## src/rtl/mesm6_pkg.sv

```systemverilog
// Shared MESM-6 types for the instruction prefetch unit.
package mesm6_pkg;

  typedef logic [47:0] word_t;
  typedef logic [23:0] opcode_t;
  typedef logic [14:0] waddr_t;
  typedef logic [15:0] hpc_t;

  typedef enum logic [1:0] {
    IFS_IDLE  = 2'd0,
    IFS_FETCH = 2'd1,
    IFS_DRAIN = 2'd2
  } ifetch_state_t;

  // Left half-word is the upper 24 bits of the memory word.
  function automatic opcode_t select_half(input word_t w, input logic half);
    opcode_t r;
    if (half) r = w[23:0];
    else      r = w[47:24];
    return r;
  endfunction

endpackage

```

## src/rtl/mesm6_ifetch_if.sv

```systemverilog
// Sequencer-side opcode stream, flush redirect and instruction bus of the prefetch unit.
interface mesm6_ifetch_if;
  import mesm6_pkg::*;

  logic    flush;
  hpc_t    flush_pc;
  logic    op_valid;
  logic    op_ready;
  opcode_t opcode;
  hpc_t    op_pc;
  logic    ibus_fetch;
  waddr_t  ibus_addr;
  word_t   ibus_input;
  logic    ibus_done;

  modport master (
    input  flush, flush_pc, op_ready, ibus_input, ibus_done,
    output op_valid, opcode, op_pc, ibus_fetch, ibus_addr
  );

  modport slave (
    output flush, flush_pc, op_ready, ibus_input, ibus_done,
    input  op_valid, opcode, op_pc, ibus_fetch, ibus_addr
  );

endinterface

```

## src/rtl/mesm6_ifetch_fifo.sv

```systemverilog
// DEPTH x 48 prefetch queue; clear drops all entries in one cycle.
module mesm6_ifetch_fifo
  import mesm6_pkg::*;
#(
  parameter int unsigned DEPTH = 4
) (
  input  logic                   clk,
  input  logic                   reset,
  input  logic                   clear_i,
  input  logic                   push_i,
  input  word_t                  data_i,
  input  logic                   pop_i,
  output word_t                  head_o,
  output logic [$clog2(DEPTH):0] count_o
);

  localparam int unsigned AW = $clog2(DEPTH);
  localparam int unsigned CW = AW + 1;

  word_t         mem_q [DEPTH];
  logic [AW-1:0] wr_ptr_q, rd_ptr_q;
  logic [CW-1:0] count_q;

  always_ff @(posedge clk) begin
    if (reset || clear_i) begin
      wr_ptr_q <= {AW{1'b0}};
      rd_ptr_q <= {AW{1'b0}};
      count_q  <= {CW{1'b0}};
    end else begin
      if (push_i) wr_ptr_q <= wr_ptr_q + AW'(1'b1);
      if (pop_i)  rd_ptr_q <= rd_ptr_q + AW'(1'b1);
      count_q <= count_q + CW'(push_i) - CW'(pop_i);
    end
  end

  always_ff @(posedge clk) begin
    if (push_i) mem_q[wr_ptr_q] <= data_i;
  end

  assign head_o  = mem_q[rd_ptr_q];
  assign count_o = count_q;

endmodule

```

## src/rtl/mesm6_ifetch.sv

```systemverilog
// MESM-6 instruction prefetch unit: DEPTH-word queue feeding 24-bit half-word opcodes.
// Optional statistics counters are enabled by defining MESM6_IFETCH_STATS_EN.
module mesm6_ifetch
  import mesm6_pkg::*;
#(
  parameter int unsigned DEPTH    = 4,
  parameter hpc_t        RESET_PC = 16'h0000
) (
  input  logic           clk,
  input  logic           reset,
  mesm6_ifetch_if.master bus
`ifdef MESM6_IFETCH_STATS_EN
  ,
  output logic [31:0]    stat_fetches,
  output logic [31:0]    stat_flushes
`endif
);

  localparam int unsigned CW = $clog2(DEPTH) + 1;

  ifetch_state_t state_q, state_d;
  waddr_t        fptr_q, fptr_d;
  waddr_t        addr_q, addr_d;
  hpc_t          op_pc_q, op_pc_d;
  logic          half_q, half_d;
  logic          push_s, pop_s, consume_s;
  logic [CW-1:0] count_s, count_after_s;
  word_t         head_s;

  mesm6_ifetch_fifo #(.DEPTH(DEPTH)) u_fifo (
    .clk     (clk),
    .reset   (reset),
    .clear_i (bus.flush),
    .push_i  (push_s),
    .data_i  (bus.ibus_input),
    .pop_i   (pop_s),
    .head_o  (head_s),
    .count_o (count_s)
  );

  // A flush wins over both an arriving word and a consume in the same cycle.
  always_comb begin
    consume_s     = bus.op_valid & bus.op_ready & ~bus.flush;
    push_s        = (state_q == IFS_FETCH) & bus.ibus_done & ~bus.flush;
    pop_s         = consume_s & half_q;
    count_after_s = count_s + CW'(push_s) - CW'(pop_s);
  end

  always_comb begin
    state_d = state_q;
    fptr_d  = fptr_q;
    half_d  = half_q;
    op_pc_d = op_pc_q;
    addr_d  = addr_q;

    if (bus.flush) begin
      fptr_d  = bus.flush_pc[15:1];
      half_d  = bus.flush_pc[0];
      op_pc_d = bus.flush_pc;
    end else begin
      if (push_s) fptr_d = fptr_q + 15'd1;
      else        fptr_d = fptr_q;
      if (consume_s) begin
        half_d  = ~half_q;
        op_pc_d = op_pc_q + 16'd1;
      end else begin
        half_d  = half_q;
        op_pc_d = op_pc_q;
      end
    end

    case (state_q)
      IFS_IDLE: begin
        if (bus.flush || (count_s < CW'(DEPTH))) state_d = IFS_FETCH;
        else                                     state_d = IFS_IDLE;
      end
      IFS_FETCH: begin
        if (bus.ibus_done) begin
          if (bus.flush || (count_after_s < CW'(DEPTH))) state_d = IFS_FETCH;
          else                                           state_d = IFS_IDLE;
        end else if (bus.flush) begin
          state_d = IFS_DRAIN;
        end else begin
          state_d = IFS_FETCH;
        end
      end
      IFS_DRAIN: begin
        if (bus.ibus_done) state_d = IFS_FETCH;
        else               state_d = IFS_DRAIN;
      end
      default: state_d = IFS_IDLE;
    endcase

    // The request address is frozen while a request is outstanding.
    if ((state_q == IFS_IDLE) || bus.ibus_done) addr_d = fptr_d;
    else                                        addr_d = addr_q;
  end

  always_ff @(posedge clk) begin
    if (reset) begin
      state_q <= IFS_IDLE;
      fptr_q  <= RESET_PC[15:1];
      addr_q  <= RESET_PC[15:1];
      op_pc_q <= RESET_PC;
      half_q  <= RESET_PC[0];
    end else begin
      state_q <= state_d;
      fptr_q  <= fptr_d;
      addr_q  <= addr_d;
      op_pc_q <= op_pc_d;
      half_q  <= half_d;
    end
  end

  assign bus.op_valid   = (count_s != {CW{1'b0}});
  assign bus.opcode     = select_half(head_s, half_q);
  assign bus.op_pc      = op_pc_q;
  assign bus.ibus_fetch = (state_q != IFS_IDLE);
  assign bus.ibus_addr  = addr_q;

`ifdef MESM6_IFETCH_STATS_EN
  logic [31:0] stat_fetches_q, stat_flushes_q;

  always_ff @(posedge clk) begin
    if (reset) begin
      stat_fetches_q <= 32'd0;
      stat_flushes_q <= 32'd0;
    end else begin
      if (push_s)    stat_fetches_q <= stat_fetches_q + 32'd1;
      if (bus.flush) stat_flushes_q <= stat_flushes_q + 32'd1;
    end
  end

  assign stat_fetches = stat_fetches_q;
  assign stat_flushes = stat_flushes_q;
`endif

endmodule

```

## src/flat_wrapper.sv

```systemverilog
// flat-port wrapper written by rule: the top's interface ports become plain ports
module mesm6_ifetch_flat import mesm6_pkg::*;
#(
  parameter int unsigned DEPTH    = 4,
  parameter hpc_t        RESET_PC = 16'h0000
)
  (clk, reset, bus_flush, bus_flush_pc, bus_op_ready, bus_ibus_input, bus_ibus_done, bus_op_valid, bus_opcode, bus_op_pc, bus_ibus_fetch, bus_ibus_addr);
  mesm6_ifetch_if bus_i ();
  input  logic clk;
  input  logic reset;
  input wire logic [$bits(bus_i.flush)-1:0] bus_flush;
  input wire logic [$bits(bus_i.flush_pc)-1:0] bus_flush_pc;
  input wire logic [$bits(bus_i.op_ready)-1:0] bus_op_ready;
  input wire logic [$bits(bus_i.ibus_input)-1:0] bus_ibus_input;
  input wire logic [$bits(bus_i.ibus_done)-1:0] bus_ibus_done;
  output wire logic [$bits(bus_i.op_valid)-1:0] bus_op_valid;
  output wire logic [$bits(bus_i.opcode)-1:0] bus_opcode;
  output wire logic [$bits(bus_i.op_pc)-1:0] bus_op_pc;
  output wire logic [$bits(bus_i.ibus_fetch)-1:0] bus_ibus_fetch;
  output wire logic [$bits(bus_i.ibus_addr)-1:0] bus_ibus_addr;
  assign bus_i.flush = bus_flush;
  assign bus_i.flush_pc = bus_flush_pc;
  assign bus_i.op_ready = bus_op_ready;
  assign bus_i.ibus_input = bus_ibus_input;
  assign bus_i.ibus_done = bus_ibus_done;
  assign bus_op_valid = bus_i.op_valid;
  assign bus_opcode = bus_i.opcode;
  assign bus_op_pc = bus_i.op_pc;
  assign bus_ibus_fetch = bus_i.ibus_fetch;
  assign bus_ibus_addr = bus_i.ibus_addr;
  mesm6_ifetch #(.DEPTH(DEPTH), .RESET_PC(RESET_PC)) u_core (.clk(clk), .reset(reset), .bus(bus_i));
endmodule
```

## config.mk

```make
export PLATFORM = sky130hd
export DESIGN_NAME = mesm6_ifetch_flat
export DESIGN_NICKNAME = d
export VERILOG_FILES = /design/src/rtl/mesm6_pkg.sv /design/src/rtl/mesm6_ifetch_if.sv /design/src/rtl/mesm6_ifetch_fifo.sv /design/src/rtl/mesm6_ifetch.sv /design/src/flat_wrapper.sv
export SDC_FILE = /design/constraint.sdc
export NUM_CORES = 1
export LEC_CHECK = 0
export CORE_UTILIZATION = 55
export DETAILED_ROUTE_END_ITERATION = 10
export PLACE_DENSITY = 0.76
export REMOVE_ABC_BUFFERS = 1
export SLEW_MARGIN = 20
export SYNTH_ARGS = -nofsm -noshare
export SYNTH_HDL_FRONTEND = slang
export SYNTH_HIERARCHICAL = 1
export SYNTH_SLANG_ARGS = --single-unit
export TNS_END_PERCENT = 10
```

## constraint.sdc

```tcl
create_clock -name clk -period 4.2 [get_ports clk]
set_input_delay 0.42 -clock clk [delete_from_list [all_inputs] [get_ports clk]]
set_output_delay 0.42 -clock clk [all_outputs]
set_load 0.03 [all_outputs]
```

==> results.ini, run 1 <==
[status]
status=finished, final reports clean

[worst_setup_path]
start_kind=flip-flop
crit_family=buffers and inverters
worstSetupEndpoint=bus_opcode[23]
critPathSlowestCell=dfxtp_4
end_kind=primary output
worstReg2RegStart=u_core/u_fifo/count_o[1]$_SDFF_PP0_
slowest_delay_ns=0.69
crit_chain=buf_4 -> mux4_2 -> mux2_2 -> clkdlybuf4s50_1
r2r_setup_slack_ns=1.40
cp.depth=4
reg2reg_depth=10
crit_fanout=27
arrival_ns=3.00
r2r_end=u_core/u_fifo/count_o[2]$_SDFF_PP0_
path_buf_inv=2
path_class=flip-flop to primary output
cp.required_ns=3.78

[grt]
grt_max_degree=49
antenna_found_initial=1
grt_pass1_wl_mm=31.02
grt_usage_pct=21.91
grt-ovfl-total=0
first_global_vias=5889

[synth]
synth_area_per_cell_um2=16.79
synth_area_leaders=edfxtp_1 (57%), dfxtp_1 (12%), mux4_2 (11%), mux2_2 (2.8%), xor2_1 (1.3%)
synth_top_area_share_pct=57.13
synth-edff-count=192
synth_area_mm2=0.01009
synth_flop_cell=edfxtp_1
yosysSeqAreaShare_pct=68.63
synthArstFlopShare_pct=0
yosysWarnings=6
synth_cell_types=59
ys_ff_latch=250
netlist_top_cells_count=edfxtp_1 (192), dfxtp_1 (58), mux4_2 (48), nor2_1 (30), mux2_2 (25)
yosysMostFrequentCell=edfxtp_1
synthCells=601
synth_largest_area_cell=edfxtp_1

[placed_design]
pre_cts_ws_ns=1.153
dp_hpwl_mm=12.89
io_buffers=125
place_congestion=0.9098
placedInstanceArea_mm2=0.01160

[sta]
relSlewSlack_pct=36.13
setup-tns-final_ns=0
setup_slack_ns=0.7763
drv_slew=0
finalHoldViolations=0
finalSetupViolCount=0
tightest_slew_ns=0.9551
finalCriticalPeriod_ns=3.424
clock.fmax_mhz=292.1
whs_ns=0.4697
finClkSkew_ns=0.008860
rsz0062_at_grt=no
fin_crit_sh_pct=81.52

[layout]
antenna_cells=0
fin_area_mm2=0.01241
synthToLayoutAreaGrowth_pct=22.99
drive_gt1_share_pct=18.89
nNetsFinal=817

[pwr]
ir_drop_mv=0.4082
power_density_mw_per_mm2=426.6
p_total_mw=5.295
leakage_nw=4.128

[routing]
vias_per_cell=5.737
wl_per_cell_um=20.50
drcViolationCount=0
via_count=5657
drtIter0Drc=253
routed_wl_mm=20.21
dr.pass1.iters=4
ant_nets=0

[floorplan]
ios=126
start_util_pct=56.18
rows=49
die_h_um=137.5
die_width_um=137.5
core_area_mm2=0.01796
dieArea_mm2=0.01890

[cts]
root_buffer=clkbuf_16
ctsHoldBuffers=0
cts_buffer_depth=3
worstSkewPairLatency_ns=0.52
cts_tree=built
ctsResizeCount=0
htreeDepth=1
cts_setup_buffers=0
cts_sinks=250
cts_inserted_buffers=26
cts.clk_slew.worst_paths_ns=0.06

[job]
drv_cap=0

[min_path]
min_path_type=flip-flop to flip-flop

flip-flops by register name, summed over array words and instances, names as in the netlist, named ones only:
register	cells
u_core/bus.op_pc	16
u_core/bus.ibus_addr	15
u_core/u_fifo/count_o	3
u_core/u_fifo/mem_q	192
u_core/state_q	2
u_core/u_fifo/rd_ptr_q	2
u_core/half_q	1
u_core/fptr_q	15
u_core/u_fifo/wr_ptr_q	2
tightest hold or removal path: stages (launching register included):
cell     delay (ns)
dfxtp_1        0.31
nand2_1        0.05
a21oi_1        0.06
report_power, final:
part / switching [mW] / internal (mW) / leakage, nW
clock: 0.889 / 1.24 / 0.396
combinational: 0.217 / 0.198 / 1.52
sequential: 0.0410 / 2.71 / 2.21
stage by stage:
| step | instances | utilization, % |
|---|---|---|
| 2_1_floorplan | 573 | - |
| 3_3_place_gp | 938 | 64.58 |
| 3_5_place_dp | 938 | 64.58 |
| 4_1_cts | 986 | 69.08 |
| 5_1_grt | 986 | 69.10 |
| 6_report | 986 | 69.10 |
cells in the final DEF (no fill, tap or decap), types with 6 or more instances in the layout:
cell type and n:
dfxtp_1 56, clkbuf_16 27, nand3_1 10, nor2_1 30, clkdlybuf4s50_1 125, a21oi_1 23, edfxtp_1 192, a21boi_0 9
inv_1 24, nand4_1 7, ha_1 10, mux2_2 25, buf_4 9, nand2_1 19, nor3b_1 7, xor2_1 15
mux4_2 48, a21o_1 6, clkinv_1 7, xnor2_1 14
layout make-up:
type | count | area, um^2
sequential | 250 | 6932
fill | 1114 | 5552
multi-input combinational | 298 | 2933
timing repair buffer | 136 | 1359
clock buffer | 34 | 742.0
tap | 229 | 286.5
inverter | 25 | 93.84
clock inverter | 14 | 66.31
cells by family (layout without fill, tap and decap cells):
logic type                 count (synthesis)  in the layout  share of synthesized area (%)
buffers and inverters                     53            209                          2.380
AOI/OAI and AO/OA                         73             73                          4.947
adders and majority gates                 11             11                          1.438
xor gates and xnor gates                  30             30                          2.752
muxes                                     74             74                          13.60
and+or+nand+nor                          110            110                          6.249
DFF                                      250            250                          68.63
metal layers:
| metal | vias to the layer above | wire length [um] | GRT usage, % |
|---|---|---|---|
| met5 | - | 11 | 0 |
| met4 | 2 | 450 | 7.387 |
| met3 | 38 | 1255 | 4.415 |
| li1 | 2600 | - | - |
| met2 | 175 | 10300 | 38.11 |
| met1 | 2842 | 8191 | 27.31 |
how the worst min path moves through the flow:
stage / end / start / depth (start not counted)
2_1_floorplan: u_core/bus.ibus_addr[0]$_SDFFE_PP0P_ / reset / 1
3_3_place_gp: u_core/bus.ibus_addr[8]$_SDFFE_PP0P_ / u_core/bus.ibus_addr[8]$_SDFFE_PP0P_ / 2
3_5_place_dp: u_core/bus.ibus_addr[8]$_SDFFE_PP0P_ / u_core/bus.ibus_addr[8]$_SDFFE_PP0P_ / 2
4_1_cts: u_core/bus.ibus_addr[8]$_SDFFE_PP0P_ / u_core/bus.ibus_addr[8]$_SDFFE_PP0P_ / 2
5_1_grt: u_core/bus.ibus_addr[8]$_SDFFE_PP0P_ / u_core/bus.ibus_addr[8]$_SDFFE_PP0P_ / 2
6_report: u_core/bus.ibus_addr[8]$_SDFFE_PP0P_ / u_core/bus.ibus_addr[8]$_SDFFE_PP0P_ / 2
Power figures use the tool's default switching activity.
==> inputs of run 2 (changes only) <==
--- a/config.mk
+++ b/config.mk
@@ -5,9 +5,9 @@
 export SDC_FILE = /design/constraint.sdc
 export NUM_CORES = 1
 export LEC_CHECK = 0
-export CORE_UTILIZATION = 55
+export CORE_UTILIZATION = 50
 export DETAILED_ROUTE_END_ITERATION = 10
-export PLACE_DENSITY = 0.76
+export PLACE_DENSITY = 0.73
 export REMOVE_ABC_BUFFERS = 1
 export SLEW_MARGIN = 20
 export SYNTH_ARGS = -nofsm -noshare
==> constraint.sdc (replaced) <==
create_clock -name clk -period 2.8 [get_ports clk]
set_input_delay 0.28 -clock clk [delete_from_list [all_inputs] [get_ports clk]]
set_output_delay 0.28 -clock clk [all_outputs]
set_load 0.03 [all_outputs]
==> results.ini, run 2 (synthesized netlist as in run 1, its figures left out) <==
[routing]
drtIter0Drc=313  ; +24%
wl_per_cell_um=19.67  ; -4.0%
drcViolationCount=0  ; unchanged
routed_wl_mm=20.34  ; +0.62%
ant_nets=0  ; unchanged
dr.pass1.iters=4  ; unchanged
via_count=5639  ; -0.32%
vias_per_cell=5.454  ; -4.9%

[sta]
finalSetupViolCount=0  ; unchanged
finalHoldViolations=0  ; unchanged
drv_slew=0  ; unchanged
setup_slack_ns=0.1596  ; -0.6167 ns
rsz0062_at_grt=no
fin_crit_sh_pct=94.30
relSlewSlack_pct=55.57  ; +19 points
tightest_slew_ns=0.6561  ; -0.2990 ns
setup-tns-final_ns=0  ; unchanged
clock.fmax_mhz=378.7
finClkSkew_ns=0.008050  ; -0.0008100 ns
finalCriticalPeriod_ns=2.640
whs_ns=0.3896  ; -0.08007 ns

[cts]
htreeDepth=1  ; unchanged
cts.clk_slew.worst_paths_ns=0.06  ; about the same
cts_tree=built
root_buffer=clkbuf_16
cts_sinks=250  ; unchanged
cts_buffer_depth=3  ; unchanged
cts_inserted_buffers=26  ; unchanged
worstSkewPairLatency_ns=0.52  ; about the same
ctsHoldBuffers=0  ; unchanged

[min_path]
min_path_type=primary input to flip-flop
hold_path_depth=1  ; -1

[layout]
most-common-layout-cells=edfxtp_1 (192), clkdlybuf4s50_1 (101), dfxtp_1 (56), mux4_2 (48), nor2_1 (30)
seqCellArea_mm2=0.006932  ; unchanged
largest-register=u_core/u_fifo/mem_q
drive_gt1_share_pct=20.44  ; +1.6 points
multiInputGateArea_mm2=0.002930  ; about the same
final_common_cell=edfxtp_1
fill_cells=1430  ; +28%
largest_reg_flops=192  ; unchanged
synthToLayoutAreaGrowth_pct=25.76
nNetsFinal=828  ; +1.3%

[worst_setup_path]
cp.depth=4  ; unchanged
r2r_setup_slack_ns=0.18  ; -1.22 ns
cp.required_ns=2.52  ; -1.26 ns
reg2reg_depth=10  ; unchanged
arrival_ns=2.36  ; -0.64 ns
critPathSlowestCell=mux4_2
crit_chain=buf_4 -> mux4_2 -> mux2_2 -> dlygate4sd2_1
slowest_delay_ns=0.56  ; -0.13 ns
crit_family=multiplexers
end_kind=primary output
path_buf_inv=2  ; unchanged
start_kind=flip-flop
crit_fanout=12  ; -56%
path_class=flip-flop to primary output

[floorplan]
die_width_um=144.1  ; +4.8%
rows=51  ; +4.1%
core_area_mm2=0.01965  ; +9.4%
ios=126  ; unchanged
start_util_pct=51.35  ; -4.8 points
die_h_um=144.1  ; +4.8%
dieArea_mm2=0.02076  ; +9.8%

[grt]
grtUsageMet1_pct=24.48  ; -2.8 points
antenna_found_initial=2  ; +1
grt-ovfl-total=0  ; unchanged
grt_busiest_layer=met2
use_met2_pct=34.91  ; -3.2 points
grt_max_degree=49  ; unchanged
grt_usage_pct=20.00  ; -1.9 points
first_global_vias=5974  ; +1.4%
grt_pass1_wl_mm=31.27  ; +0.80%
met3_usage_pct=4.901  ; +0.49 points

[status]
status=finished, final reports clean

[pwr]
p_total_mw=8.418  ; +59%
power_density_mw_per_mm2=663.3  ; +55%
leakage_nw=4.290  ; +3.9%
ir_drop_mv=0.5606  ; +37%

[placed_design]
dp_hpwl_mm=13.11  ; +1.7%
pre_cts_ws_ns=0.1549  ; -0.9977 ns
place_congestion=0.8879  ; -2.4%
io_buffers=125  ; unchanged

[job]
drv_cap=0  ; unchanged

## run 2: cell types whose count changed in the layout (fill, tap and decap cells not counted), sizes merged
cell,delta
buf,+11
bufinv,+6
clkbuf,-6
clkdlybuf4s50,-24
diode,+1
dlygate4sd2,+24
## run 2: metal layers
layer / part of all wire (%) / wire (um)
met1: 41 / 8433
met2: 50 / 10170
met3: 6.8 / 1378
met4: 1.7 / 343
met5: 0.064 / 13
## run 2: final cells by class
| type | count | area share (%) |
|---|---|---|
| diodes | 1 | 0.01972 |
| clock buffers | 28 | 5.353 |
| clock inverters | 20 | 2.031 |
| inverters | 25 | 0.7394 |
| multi-input cells | 298 | 23.09 |
| flip-flops and latches | 250 | 54.61 |
| well taps | 265 | 2.612 |
| repair buffers | 147 | 11.54 |
## run 2: power by group
part	internal, mW	switching, mW
Combinational	0.289	0.331
Clock	2.31	1.36
Sequential	4.07	0.0577
## run 2: timing repair
| action | CTS | global route |
|---|---|---|
| endpoints found under the setup margin | 24 | 0 |
| gates resized for setup | 25 | 0 |
| setup buffers | 0 | 0 |
## run 2: worst paths after layout
check / start / endpoint
setup / recovery: flip-flop / bus_opcode[3]
hold / removal: bus_ibus_input[31] / u_core/u_fifo/mem_q[2][31]$_DFFE_PP_
setup reg to reg: u_core/u_fifo/count_o[1]$_SDFF_PP0_ / u_core/u_fifo/count_o[2]$_SDFF_PP0_
hold reg to reg: u_core/bus.ibus_addr[0]$_SDFFE_PP0P_ / u_core/bus.ibus_addr[0]$_SDFFE_PP0P_
## run 2: per-stage QoR
step                      area [um^2]  utilization [%]  std cells
after floorplan                  9946                -        573
after global placement          11780            59.93        985
after detailed placement        11780            59.93        985
after CTS                       12690            64.57       1033
after global routing            12690            64.57       1033
final                           12690            64.58       1034
